## src/rtl/hazard_scoreboard.sv

```systemverilog
// hazard_scoreboard: tracks in-flight destinations past ID, picks forwarding
// selects per source, stalls on load-use (or any RAW without forwarding), counts stalls/flushes.
module hazard_scoreboard #(
    parameter int REG_AW   = 5,
    parameter int DEPTH    = 3,
    parameter int FORWARD  = 1,
    parameter int ZERO_REG = 1,
    parameter int CNT_W    = 16,
    parameter int SEL_W    = 2
) (
    input  logic              clk,
    input  logic              rst,
    input  logic              id_valid,
    input  logic [REG_AW-1:0] id_rs1,
    input  logic [REG_AW-1:0] id_rs2,
    input  logic              id_rs1_used,
    input  logic              id_rs2_used,
    input  logic [REG_AW-1:0] id_rd,
    input  logic              id_wb,
    input  logic              id_is_load,
    input  logic              flush,
    output logic              stall,
    output logic [SEL_W-1:0]  fwd_a,
    output logic [SEL_W-1:0]  fwd_b,
    output logic [CNT_W-1:0]  stall_cnt,
    output logic [CNT_W-1:0]  flush_cnt
);

    typedef struct packed {
        logic              v;
        logic [REG_AW-1:0] rd;
        logic              wb;
        logic              ld;
    } entry_t;

    entry_t [DEPTH-1:0]    sb;
    logic   [1:0]          req;
    logic   [1:0][SEL_W-1:0] sel;

    always_comb begin
        logic [REG_AW-1:0] s;
        logic              live;
        logic              hit;
        logic [SEL_W-1:0]  hk;
        req = '0;
        sel = '0;
        for (int g = 0; g < 2; g++) begin
            s    = (g == 1) ? id_rs2 : id_rs1;
            live = id_valid & ((g == 1) ? id_rs2_used : id_rs1_used) & ~(ZERO_REG != 0 && s == '0);
            hit  = 1'b0;
            hk   = '0;
            // scan oldest to youngest so the youngest match overwrites
            for (int k = DEPTH - 1; k >= 0; k--)
                if (sb[k].v && sb[k].wb && sb[k].rd == s) begin
                    hit = 1'b1;
                    hk  = SEL_W'(k);
                end
            req[g] = live & hit & ((FORWARD == 0) | (hk == '0 & sb[0].ld));
            sel[g] = (FORWARD != 0 && live && hit && !req[g]) ? hk + 1'b1 : '0;
        end
    end

    assign stall = (|req) & ~flush;
    assign fwd_a = stall ? '0 : sel[0];
    assign fwd_b = stall ? '0 : sel[1];

    always_ff @(posedge clk or negedge rst) begin
        if (!rst) begin
            sb        <= '0;
            stall_cnt <= '0;
            flush_cnt <= '0;
        end else begin
            sb[0] <= (id_valid & ~stall & ~flush) ? {1'b1, id_rd, id_wb, id_is_load} : '0;
            for (int k = 1; k < DEPTH; k++)
                sb[k] <= sb[k-1];
            if (stall && !(&stall_cnt))
                stall_cnt <= stall_cnt + 1'b1;
            if (flush && !(&flush_cnt))
                flush_cnt <= flush_cnt + 1'b1;
        end
    end

endmodule

```

## config.mk

```make
export PLATFORM = sky130hd
export DESIGN_NAME = hazard_scoreboard
export DESIGN_NICKNAME = d
export VERILOG_FILES = /design/src/rtl/hazard_scoreboard.sv
export SDC_FILE = /design/constraint.sdc
export NUM_CORES = 1
export LEC_CHECK = 0
export CORE_ASPECT_RATIO = 1.25
export CORE_MARGIN = 2
export CORE_UTILIZATION = 45
export DETAILED_ROUTE_END_ITERATION = 12
export PLACE_DENSITY = 0.76
export SYNTH_ARGS = -nofsm -noshare
export SYNTH_HDL_FRONTEND = slang
export SYNTH_SLANG_ARGS = --single-unit
export TNS_END_PERCENT = 30
```

## constraint.sdc

```tcl
create_clock -name clk -period 2.6 [get_ports clk]
set_input_delay 0.52 -clock clk [delete_from_list [all_inputs] [get_ports clk]]
set_output_delay 0.52 -clock clk [all_outputs]
set_load 0.005 [all_outputs]
```

==> Word-level counts from Yosys, hierarchy flattened <==
Cells that the tools add are included.
{ "word_totals": {"in_bits": 23, "wordCells": 82, "regBits": 54} }
{ "classes": {"n_eq_ne": 6, "reduce_logical": 26, "muxes": 17, "addsub": 4, "n_bitwise": 17} }
{ "ops": {"columns": ["cell", "n"], "rows": [
  ["$add 16x1->16 const B", 2],
  ["$reduce_and 16->1", 2],
  ["$eq 5x5->1", 6],
  ["$mux 2", 10],
  ["$logic_and 1x1->1", 15],
  ["$and 1x1->1", 13],
  ["$logic_not 5->1", 2],
  ["$mux 8", 1],
  ["$mux 1", 6],
  ["$add 2x1->2 const B", 2],
  ["$logic_not 1->1", 4],
  ["$logic_not 2->1", 2],
  ["$not 1->1", 4],
  ["$reduce_or 2->1", 1]
]} }

==> Depth between registers and ports, before layout <==
{ "depth": {"depth_word": 14, "ltp_mapped": 13, "depth_no_buf": 12} }

==> Least setup slack after synthesis <==
No wires, ideal clock.
{ "synth_path": {"kind": "in2out", "start": "input id_rs2[2]", "end": "output fwd_a[1]", "setup_slack_ps": -36, "arrival_ps": 2116, "path_stages": 9, "path_cell_list": "xnor2_1 -> nand4_1 -> nor3_2 -> nand2b_1 -> ha_1 -> or4b_4 -> o21bai_1 -> nand2_1 -> and3_1"} }
{ "synth_between": {"elab_chain_cells": 11, "elab_cells_between_ends": 22, "cone_classes": "eq/ne: 3; mux: 7; bitwise: 6; reduce/logical: 6"} }
{ "synth_lines": {"columns": ["element", "line", "source"], "rows": [
  ["start, declared", "15", "input logic [REG_AW-1:0] id_rs2,"],
  ["$eq 5x5->1", "54", "if (sb[k].v && sb[k].wb && sb[k].rd == s) begin"],
  ["$logic_and 1x1->1", "54", null],
  ["$mux 2 (3 in series)", "54", null],
  ["$logic_not 2->1", "58", "req[g] = live & hit & ((FORWARD == 0) | (hk == '0 & sb[0].ld));"],
  ["$and 1x1->1", "58", null],
  ["$and 1x1->1 *", "58", null],
  ["$reduce_or 2->1 *", "63", "assign stall = (|req) & ~flush;"],
  ["$and 1x1->1 *", "63", null],
  ["$mux 2 *", "64", "assign fwd_a = stall ? '0 : sel[0];"],
  ["end, declared", "23", "output logic [SEL_W-1:0] fwd_a,"]
]} }
Mark *: on every way between the ends. The rest lies on a longest branch, timed or not.

==> Final worst setup path <==
{ "layout_path": {"start": "register sb[3] (netlist bit)", "end": "output fwd_a[1]"} }
{ "layout_between": {"elab_chain_cells": 10, "elab_cells_between_ends": 24, "cone_classes": "add/sub: 1; eq/ne: 2; mux: 6; bitwise: 7; reduce/logical: 8"} }
{ "layout_lines": {"columns": ["element", "line", "source"], "rows": [
  ["start, declared", "36", "entry_t [DEPTH-1:0] sb;"],
  ["start signal, assigned by index", "75", "sb[k] <= sb[k-1];"],
  ["$eq 5x5->1", "54", null],
  ["$logic_and 1x1->1", "54", null],
  ["$mux 2", "54", null],
  ["$logic_not 2->1", "58", null],
  ["$and 1x1->1 (2 in series)", "58", null],
  ["$logic_not 1->1", "59", "sel[g] = (FORWARD != 0 && live && hit && !req[g]) ? hk + 1'b1 : '0;"],
  ["$logic_and 1x1->1", "59", null],
  ["$mux 2", "59", null],
  ["$mux 2 *", "64", null]
]} }
Marked as above.

==> metrics.cfg <==
[cells_and_area]
multi_input_area_um2 = 1430
seq_area_um2 = 1350
area_growth_pct = 49.1
nFillCells = 448
nets = 368
drive_above_1_share_pct = 27.2
stdcell_area_um2 = 3890
diodes = 0

[route]
wirelength_mm = 6.19
drtIter0Drc = 95
vias = 2094
ant_nets = 0
post_drt_wl_per_cell_um = 15.2
firstDrtPassIters = 4
drcViolationCount = 0
vias_per_cell = 5.13

[global_route]
grt.total_usage_pct = 20.1
grt_pass1_wl_mm = 10.0
antenna_found_initial = 0
grt_pass1_vias = 2066
overflow = 0
grt_max_degree = 55

[clock_network]
cts_buffers = 5
ctsHoldBuffers = 0
htree_num_levels = 2
clock_path_buffers = 2
cts_tree = done
insertion_delay_ns = 0.31
clk_pin_slew_ns = 0.11
root_buffer = clkbuf_8
numClockSinks = 54

[setup_path]
worstPathArrival_ns = 2.61
crit_type = reg -> out
critPathLaunchType = flip-flop
cp.required_ns = 2.08
endpoint_kind = primary output
cp_max_fo = 3

[job]
cap_violations = 0

[synthesis]
synth.cell_area_um2 = 2610
yosys_warnings = 0
synth_seq_cells = 54
synth_cell_types = 27
synthCells = 237
avgSynthCellArea_um2 = 11.0
synth_seq_area_share_pct = 51.8
syn_nets = 264

[placement]
post_dp_cell_area_um2 = 3500
port_buffers = 59
dp_hpwl_mm = 4.10
place_congestion = 0.908

[pwr]
p_leak_nw = 1.72
p_per_area_nw_per_um2 = 495
p_total_mw = 1.93
peakVddDrop_uv = 478

[outcome]
violations = setup timing
status = complete, but fails checks

[floorplan]
die_h_um = 89.1
start_util_pct = 45.8
die_area_um2 = 6430
io_pins = 60
fp.dieW_um = 72.1
coreArea_um2 = 5700
rows = 31

[sta]
setup_ws_ns = -0.531
period_minus_slack_ns = 3.13
fin_skew_ns = 0.0165
setup_viol = 27
timing.slew.headroom_pct = 55.1
hold_viol_final = 0
worst_pin_slew_ns = 0.673
rsz0062_at_grt = true
fin_hold_ws_ns = 0.311
slew_violations = 0
setup_tns_ns = -5.20
fin_crit_sh_pct = 120
timing.fmax_mhz = 319

[hold_path]
hp-class = in -> async

-- final timing paths --
| path | startpoint | end | slack [ns] | depth (start not counted) |
|---|---|---|---|---|
| worst max-delay path | sb[3] | fwd_a[1] | -0.53 | 10 |
| worst min-delay path | rst | stall_cnt[3] | 0.31 | 2 |
| worst max register to register | sb[3] | stall_cnt[15] | -0.19 | 12 |
| worst min register to register | sb[9] | sb[17] | 0.37 | 0 |
| max in group asynchronous | rst | sb[5] | 1.82 | 2 |
| min in group clk | sb[9] | sb[17] | 0.37 | 0 |
-- kinds of logic (layout without fill, tap and decap cells) --
kind of cell	after synthesis	after routing	share of synthesized area [%]
buffers and inverters	4	109	0.863
DFF	54	54	51.8
adders and majority gates	4	4	1.92
xor gates and xnor gates	58	58	19.5
and+or+nand+nor	106	106	22.4
muxes	3	3	1.29
AOI/OAI and AO/OA	8	8	2.30
-- cell type report --
type                    count  share of cell area [%]
inverters                   3                   0.289
multi-input cells         179                    36.8
well taps                  66                    2.12
clock buffers               5                    1.77
repair buffers             98                    23.1
clock inverters             3                    1.25
flip-flops and latches     54                    34.7
-- what timing repair did --
action                     CTS  global route
resized for setup           76            16
buffers inserted            13             1
gates cloned                 1             0
setup endpoints to repair   29            29
hold endpoints to repair     0             0
pin swaps                   38            19
-- power breakdown --
group	total [mW]	internal, mW	switching (mW)
logic	0.355	0.221	0.134
registers	0.994	0.906	0.0875
clock network	0.577	0.294	0.283
-- per-stage QoR --
step | util (%) | worst slack, ns | std cells
final | 68.2 | -0.531 | 408
after detailed placement | 61.4 | -1.18 | 388
after global routing | 68.2 | -0.666 | 408
after CTS | 67.2 | -0.511 | 408
after floorplan | - | 0.00284 | 237
after global placement | 61.4 | -1.09 | 388
-- sequential cells by signal, summed over array words and instances, names as in the netlist --
signal,count
flush_cnt,16
sb,22
stall_cnt,16
-- cell usage after synthesis (all sizes together) --
cell type	count	area, um^2
nand2b	3	18.8
or3	1	6.26
ha	4	50.1
buf	1	11.3
dfrtp	54	1350
o311ai	1	8.76
nand2	24	90.1
nand4	19	119
and3	13	81.3
or4	2	15.0
nor3	11	65.1
o21bai	1	7.51
nor2	9	33.8
nand3	12	60.1
and2	7	43.8
nor4b	1	8.76
a31oi	2	12.5
a21oi	4	31.3
or4b	1	13.8
mux2	3	33.8
and4	2	17.5
inv	3	11.3
xnor2	49	429
and4b	1	10.0
xor2	9	78.8
-- layer usage --
metal	vias to the layer above	track usage, %	share of wire [%]
met4	0	5.49	1.5
met5	-	0	0
met3	8	3.49	3.9
li1	1044	-	-
met1	991	27.0	45
met2	51	33.6	50
-- layout by cell type (no fill, tap or decap), drive strengths merged --
master / instances
clkdlybuf4s50: 43
or3: 1
and2: 7
xnor2: 49
clkbuf: 7
dlygate4sd2: 1
nor2: 9
nand2b: 3
or4: 2
mux2: 3
clkdlybuf4s15: 5
o311ai: 1
nor3: 11
nor4b: 1
clkinvlp: 1
inv: 4
nand3: 12
ha: 4
and3: 13
dfrtp: 54
nand4: 19
a31oi: 2
nand2: 24
bufinv: 1
or4b: 1
a21oi: 4
xor2: 9
buf: 47
and4: 2
and4b: 1
o21bai: 1
-- worst max-delay path, stage by stage, from the launching register on --
cell,delay (ns)
dfrtp_1,0.41
xnor2_1,0.17
nand4_1,0.16
nor3_2,0.28
nand2b_4,0.20
ha_4,0.13
or4b_4,0.46
o21bai_1,0.15
nand2_1,0.07
and3_1,0.16
buf_2,0.12
Note: power is estimated with default switching activity, not from simulation.
==> patch 1: new RTL, same flow settings <==
Set the parameter `DEPTH` to 2 (it was 3).
--- a/src/rtl/hazard_scoreboard.sv
+++ b/src/rtl/hazard_scoreboard.sv
@@ -2,7 +2,7 @@
 // selects per source, stalls on load-use (or any RAW without forwarding), counts stalls/flushes.
 module hazard_scoreboard #(
     parameter int REG_AW   = 5,
-    parameter int DEPTH    = 3,
+    parameter int DEPTH    = 2,
     parameter int FORWARD  = 1,
     parameter int ZERO_REG = 1,
     parameter int CNT_W    = 16,
Formal check against the unedited RTL: not equivalent (Yosys sat finds a counterexample within 4 cycles, from zero or initial values and one cycle with rst low).
==> patch 1 against the unedited design <==
The run still ends with setup timing left. Sequential cell count is 7 lower. Power down 16%. Die area down 8.9%. Sequential power down 14%. Sequential share of layout area is 0.52 points higher. Via count decreased by 6.5%. Critical path depth shrank 2. Wire length down 15%. Worst setup slack better by 450 ps. Global-route usage shrank 0.40 points. Combinational power shrank 7.0%. Final area is 14% lower. Area after synthesis is 9.4% lower. Fmax rose by 17%. Critical path type is now input port to primary output. Largest cell class is now sequential cells.
==> patch 1: results (changes against the unedited design) <==
Detailed routing
  – WL/cell: 14.1 µm (was 15.2 µm)
  – 1st-iter DRT viols: 116 (was 95)

Timing
  – Final setup fails: 2 (was 27)
  – Final worst slack: -80.4 ps (was -531 ps)
  – Max Clock Skew: 14.8 ps (was 16.5 ps)
  – Rel. slew slack: 0.432 (was 0.551)

Synth
  – Seq/Total Area, Yosys: 0.497 (was 0.518)
  – Commonest cells in the netlist: dfrtp_1, xor2_1, nand2_1 (was dfrtp_1, xnor2_1, nand2_1, nand4_1, and3_1)
  – Syn Nets: 240 (was 264)
  – Synth cell types: 29 (was 27)
  – Async S/R FF share, synth: 1.00 (unchanged)
  – Synth top area cells: dfrtp_1, xor2_1, xnor2_1 (was dfrtp_1, xnor2_1, nand4_1)
  – Warnings, synthesis: 0 (unchanged)

Status
  – Failing checks: setup timing (unchanged)
  – Status: finished with violations (unchanged)

Placement
  – Hpwl dp: 4020 µm (was 4100 µm)
  – Pre-CTS setup slack: -366 ps (was -1180 ps)
  – Routability cong.: 0.814 (was 0.908)

Finish
  – Layout cells sized above 1: 0.174 (was 0.272)
  – Biggest regs: flush_cnt (16), stall_cnt (16), sb (15) (was sb (22), flush_cnt (16), stall_cnt (16))
  – Final nets: 336 (was 368)
  – N_diodes: 0 (unchanged)

Clock tree
  – Clock transition at path regs: 70 ps (was 110 ps)
  – Clock Latency Late Sink: 290 ps (was 310 ps)

Critical path
  – Worst Path Arrival: 2160 ps (was 2610 ps)
  – CP Max Fanout: 2 (was 3)
  – Launch point of the critical path: id_rs1[1] (was sb[3]$_DFF_PN0_)

Pwr
  – Worst vdd ir: 0.510 mV (was 0.478 mV)
  – Pleak: 1.60 nW (was 1.72 nW)

GRT
  – Vias in the first global route: 1,963 (was 2,066)
  – Largest net degree at the start of global routing: 30 (was 55)
  – Tot GR Track Use: 0.196 (was 0.201)
  – First-pass GRT wire length: 8840 µm (was 10,000 µm)
## patch 1: cell types whose count changed in the layout (fill, tap and decap cells not counted), moves of 5 or more
cell             delta
clkdlybuf4s15_2     -5
and3_1              -5
dlygate4sd2_1      +11
nor4_2              +7
xnor2_2             -9
buf_6               -7
nor4_1              +7
xor2_1             +27
nand4_1             -8
dfrtp_1             -7
xnor2_1            -29
buf_2               -7
## patch 1: area by class of cell
| type | instances | area, µm² |
|---|---|---|
| multi-input cells | 161 | 1170 |
| clock inverters | 1 | 5.00 |
| repair buffers | 90 | 806 |
| flip-flops and latches | 47 | 1180 |
| well taps | 62 | 77.6 |
| clock buffers | 6 | 82.6 |
| fillers | 414 | 1740 |
| inverters | 6 | 22.5 |
## patch 1: where the power goes
| part | total (W) | internal (W) | switching, W |
|---|---|---|---|
| logic | 0.000330 | 0.000199 | 0.000131 |
| clock network | 0.000428 | 0.000209 | 0.000219 |
| registers | 0.000857 | 0.000791 | 0.0000655 |
## patch 1: logic make-up after synthesis
family | count (synthesis) | synth area share
multiplexers | 3 | 0.0143
flip-flops | 47 | 0.497
buffers and inverters | 7 | 0.0143
AND/OR/NAND/NOR | 93 | 0.237
AO/OA/AOI/OAI | 16 | 0.0524
adder cells (fa/ha/maj) | 2 | 0.0106
XOR/XNOR | 47 | 0.174
## patch 1: final timing paths
kind                       slack [ps]  cells after the start                   endpoint
min                               160                      1   flush_cnt[3]$_DFFE_PN0P_
max in group asynchronous        1720                      2            sb[0]$_DFF_PN0_
min reg2reg                       390                      0           sb[15]$_DFF_PN0_
max                               -80                      8                   fwd_a[1]
max reg2reg                       470                      9  stall_cnt[14]$_DFFE_PN0P_
min in group clk                  390                      0           sb[15]$_DFF_PN0_
## patch 1: routing by layer
| layer | global-route usage | vias to the layer above | share of wire |
|---|---|---|---|
| met4 | 0.0660 | 0 | 0.0053 |
| li1 | - | 957 | - |
| met3 | 0.0318 | 2 | 0.041 |
| met5 | 0 | - | 0 |
| met2 | 0.323 | 51 | 0.51 |
| met1 | 0.260 | 948 | 0.44 |
## patch 1: per-stage QoR
step,instance area [µm²],cells,setup TNS [ps]
after floorplan,2360,215,0
after global placement,3230,364,-3840
after detailed placement,3230,364,-4090
after CTS,3330,372,-146
after global routing,3340,373,-485
final,3340,373,-102
## patch 1: timing repair
item                                    CTS  global route
setup buffers                             1             1
gates resized for setup                  14             1
hold buffers                              0             0
pin swaps                                 6             2
gates cloned                              0             0
endpoints found under the setup margin    5             5
## patch 1: worst max-delay path, cell delays in order
cell and delay [ps]:
clkdlybuf4s50_1 500, buf_4 130, xor2_1 190, nor2_1 90, buf_4 130, a21boi_0 150, nor3b_1 190, dlygate4sd2_1 260
==> patch 2: new RTL, config.mk and constraints unchanged <==
Made on the original files. Register the output `flush_cnt` once more, with the module's reset; this adds one clock of latency there. The other outputs are not delayed to match.
--- a/src/rtl/hazard_scoreboard.sv
+++ b/src/rtl/hazard_scoreboard.sv
@@ -32,6 +32,8 @@
         logic              wb;
         logic              ld;
     } entry_t;
+
+    logic [CNT_W-1:0] flush_cnt_s0;
 
     entry_t [DEPTH-1:0]    sb;
     logic   [1:0]          req;
@@ -68,15 +70,23 @@
         if (!rst) begin
             sb        <= '0;
             stall_cnt <= '0;
-            flush_cnt <= '0;
+            flush_cnt_s0 <= '0;
         end else begin
             sb[0] <= (id_valid & ~stall & ~flush) ? {1'b1, id_rd, id_wb, id_is_load} : '0;
             for (int k = 1; k < DEPTH; k++)
                 sb[k] <= sb[k-1];
             if (stall && !(&stall_cnt))
                 stall_cnt <= stall_cnt + 1'b1;
-            if (flush && !(&flush_cnt))
-                flush_cnt <= flush_cnt + 1'b1;
+            if (flush && !(&flush_cnt_s0))
+                flush_cnt_s0 <= flush_cnt_s0 + 1'b1;
+        end
+    end
+
+    always_ff @(posedge clk or negedge rst) begin
+        if (!rst) begin
+            flush_cnt <= '0;
+        end else begin
+            flush_cnt <= flush_cnt_s0;
         end
     end
 
Formal check against the unedited RTL: not equivalent (Yosys sat finds a counterexample within 4 cycles, from zero or initial values and one cycle with rst low).
==> patch 2 against the unedited design <==
The run still ends with setup timing left. Sequential share of layout area up 4.4 points. Hold slack worse by 110 ps. Combinational power up 7.9%. Wire length up 17%. Cell count up 11%. Worst setup slack better by 82 ps. Area after synthesis up 17%. Sequential cell count up 16. Via count up 8.9%. First-iteration DRC count up 4.2%. Power up 30%. Final area up 15%. Largest power group unchanged.
==> patch 2: results (changes against the unedited design) <==
Status
  – Status: finished with violations (unchanged)
  – Failing checks: setup timing (unchanged)

Synth
  – Syn Nets: 277 (was 264)
  – Commonest cells in the netlist: dfrtp_1, xnor2_1, nand2_1, xor2_1 (was dfrtp_1, xnor2_1, nand2_1, nand4_1, and3_1)
  – Seq/Total Area, Yosys: 0.573 (was 0.518)
  – Synth top area cells: dfrtp_1, xnor2_1, xor2_1 (was dfrtp_1, xnor2_1, nand4_1)
  – Synth cell types: 36 (was 27)

Detailed routing
  – 1st-iter DRT viols: 99 (was 95)
  – Vias/cell: 5.06 (was 5.13)
  – Total Wirelength: 7270 µm (was 6190 µm)

GRT
  – First-pass GRT wire length: 11,100 µm (was 10,000 µm)
  – Tot GR Track Use: 0.195 (was 0.201)
  – Vias in the first global route: 2,340 (was 2,066)

Pwr
  – Worst vdd ir: 0.543 mV (was 0.478 mV)
  – Pleak: 2.03 nW (was 1.72 nW)
  – Net Sw Power: 0.000639 W (was 0.000505 W)

Clock tree
  – Clock transition at path regs: 70 ps (was 110 ps)
  – H-tree levels: 3 (was 2)
  – TritonCTS buffer count: 9 (was 5)
  – Clock Latency Late Sink: 330 ps (was 310 ps)

Critical path
  – R2R cell count: 14 (was 12)
  – CP Max Fanout: 2 (was 3)
  – Worst Path Arrival: 2530 ps (was 2610 ps)

Timing
  – Final setup fails: 5 (was 27)
  – Final worst slack: -450 ps (was -531 ps)
  – Setup TNS: -1900 ps (was -5200 ps)
  – Max Clock Skew: 12.6 ps (was 16.5 ps)

Placement
  – Hpwl dp: 4840 µm (was 4100 µm)
  – Pre-CTS setup slack: -1100 ps (was -1180 ps)

Finish
  – Layout cells sized above 1: 0.302 (was 0.272)
## patch 2: layout make-up
type	instances	area (µm²)
Clock buffer	9	124
Clock inverter	6	71.3
Fill cell	461	2090
Inverter	2	7.51
Multi-Input combinational cell	177	1510
Sequential cell	70	1750
Tap cell	87	109
Timing Repair Buffer	100	905
## patch 2: path summary, 6_finish.rpt
kind / startpoint / slack [ps] / end
worst min-delay path: rst / 200 / stall_cnt[5]$_DFFE_PN0P_
min in group clk: sb[1]$_DFF_PN0_ / 370 / sb[9]$_DFF_PN0_
worst min register to register: sb[1]$_DFF_PN0_ / 370 / sb[9]$_DFF_PN0_
max in group asynchronous: rst / 2110 / flush_cnt_s0[9]$_DFFE_PN0P_
worst max register to register: sb[12]$_DFF_PN0_ / 80 / stall_cnt[12]$_DFFE_PN0P_
worst max-delay path: sb[12]$_DFF_PN0_ / -450 / fwd_a[0]
## patch 2: worst max-delay path, cell delays in order, from the launching register on
cell and delay, ps:
dfrtp_1 410, buf_4 160, xnor2_2 140, nand4_1 220, nor3_4 260, buf_6 130
nand2b_4 60, ha_4 160, buf_6 100, o21a_1 210, nor3b_2 190, buf_2 140
## patch 2: per-stage QoR
stage                     instance area [µm²]   util  power, W  std cells  hold slack, ps
after floorplan                          3060      -   0.00143        250             224
after global placement                   3990  0.607   0.00165        426             358
after detailed placement                 3990  0.607   0.00167        426             358
after CTS                                4380  0.667   0.00253        448             203
after global routing                     4480  0.682   0.00263        451             200
final                                    4480  0.682   0.00251        451             203
## patch 2: repair_timing
item | 4_1_cts | 5_1_grt
endpoints found under the setup margin | 29 | 29
pin swaps | 23 | 17
cloned | 0 | 1
setup buffers | 7 | 3
endpoints found under the hold margin | 0 | 0
resized for setup | 74 | 20
## patch 2: logic make-up after synthesis
kind of cell	after synthesis	synth area share
xor gates and xnor gates	58	0.166
muxes	2	0.00737
AOI/OAI and AO/OA	10	0.0295
adders and majority gates	4	0.0164
DFF	70	0.573
buffers and inverters	4	0.00778
and+or+nand+nor	102	0.199
## patch 2: routing by layer
| layer | global-route usage | part of all wire | wire length, µm |
|---|---|---|---|
| met5 | 0 | 0 | 0 |
| met4 | 0.0804 | 0.021 | 149 |
| met3 | 0.0310 | 0.031 | 224 |
| met2 | 0.360 | 0.56 | 4050 |
| met1 | 0.227 | 0.39 | 2840 |
## patch 2: power by group through the flow
| stage | logic, W | clock network, W | registers, W |
|---|---|---|---|
| global placement | 0.000347 | 0 | 0.00130 |
| CTS | 0.000372 | 0.000865 | 0.00129 |
| global route | 0.000410 | 0.000914 | 0.00130 |
| finish | 0.000383 | 0.000839 | 0.00129 |
| detailed placement | 0.000357 | 0 | 0.00131 |
| floorplan | 0.000129 | 0 | 0.00130 |
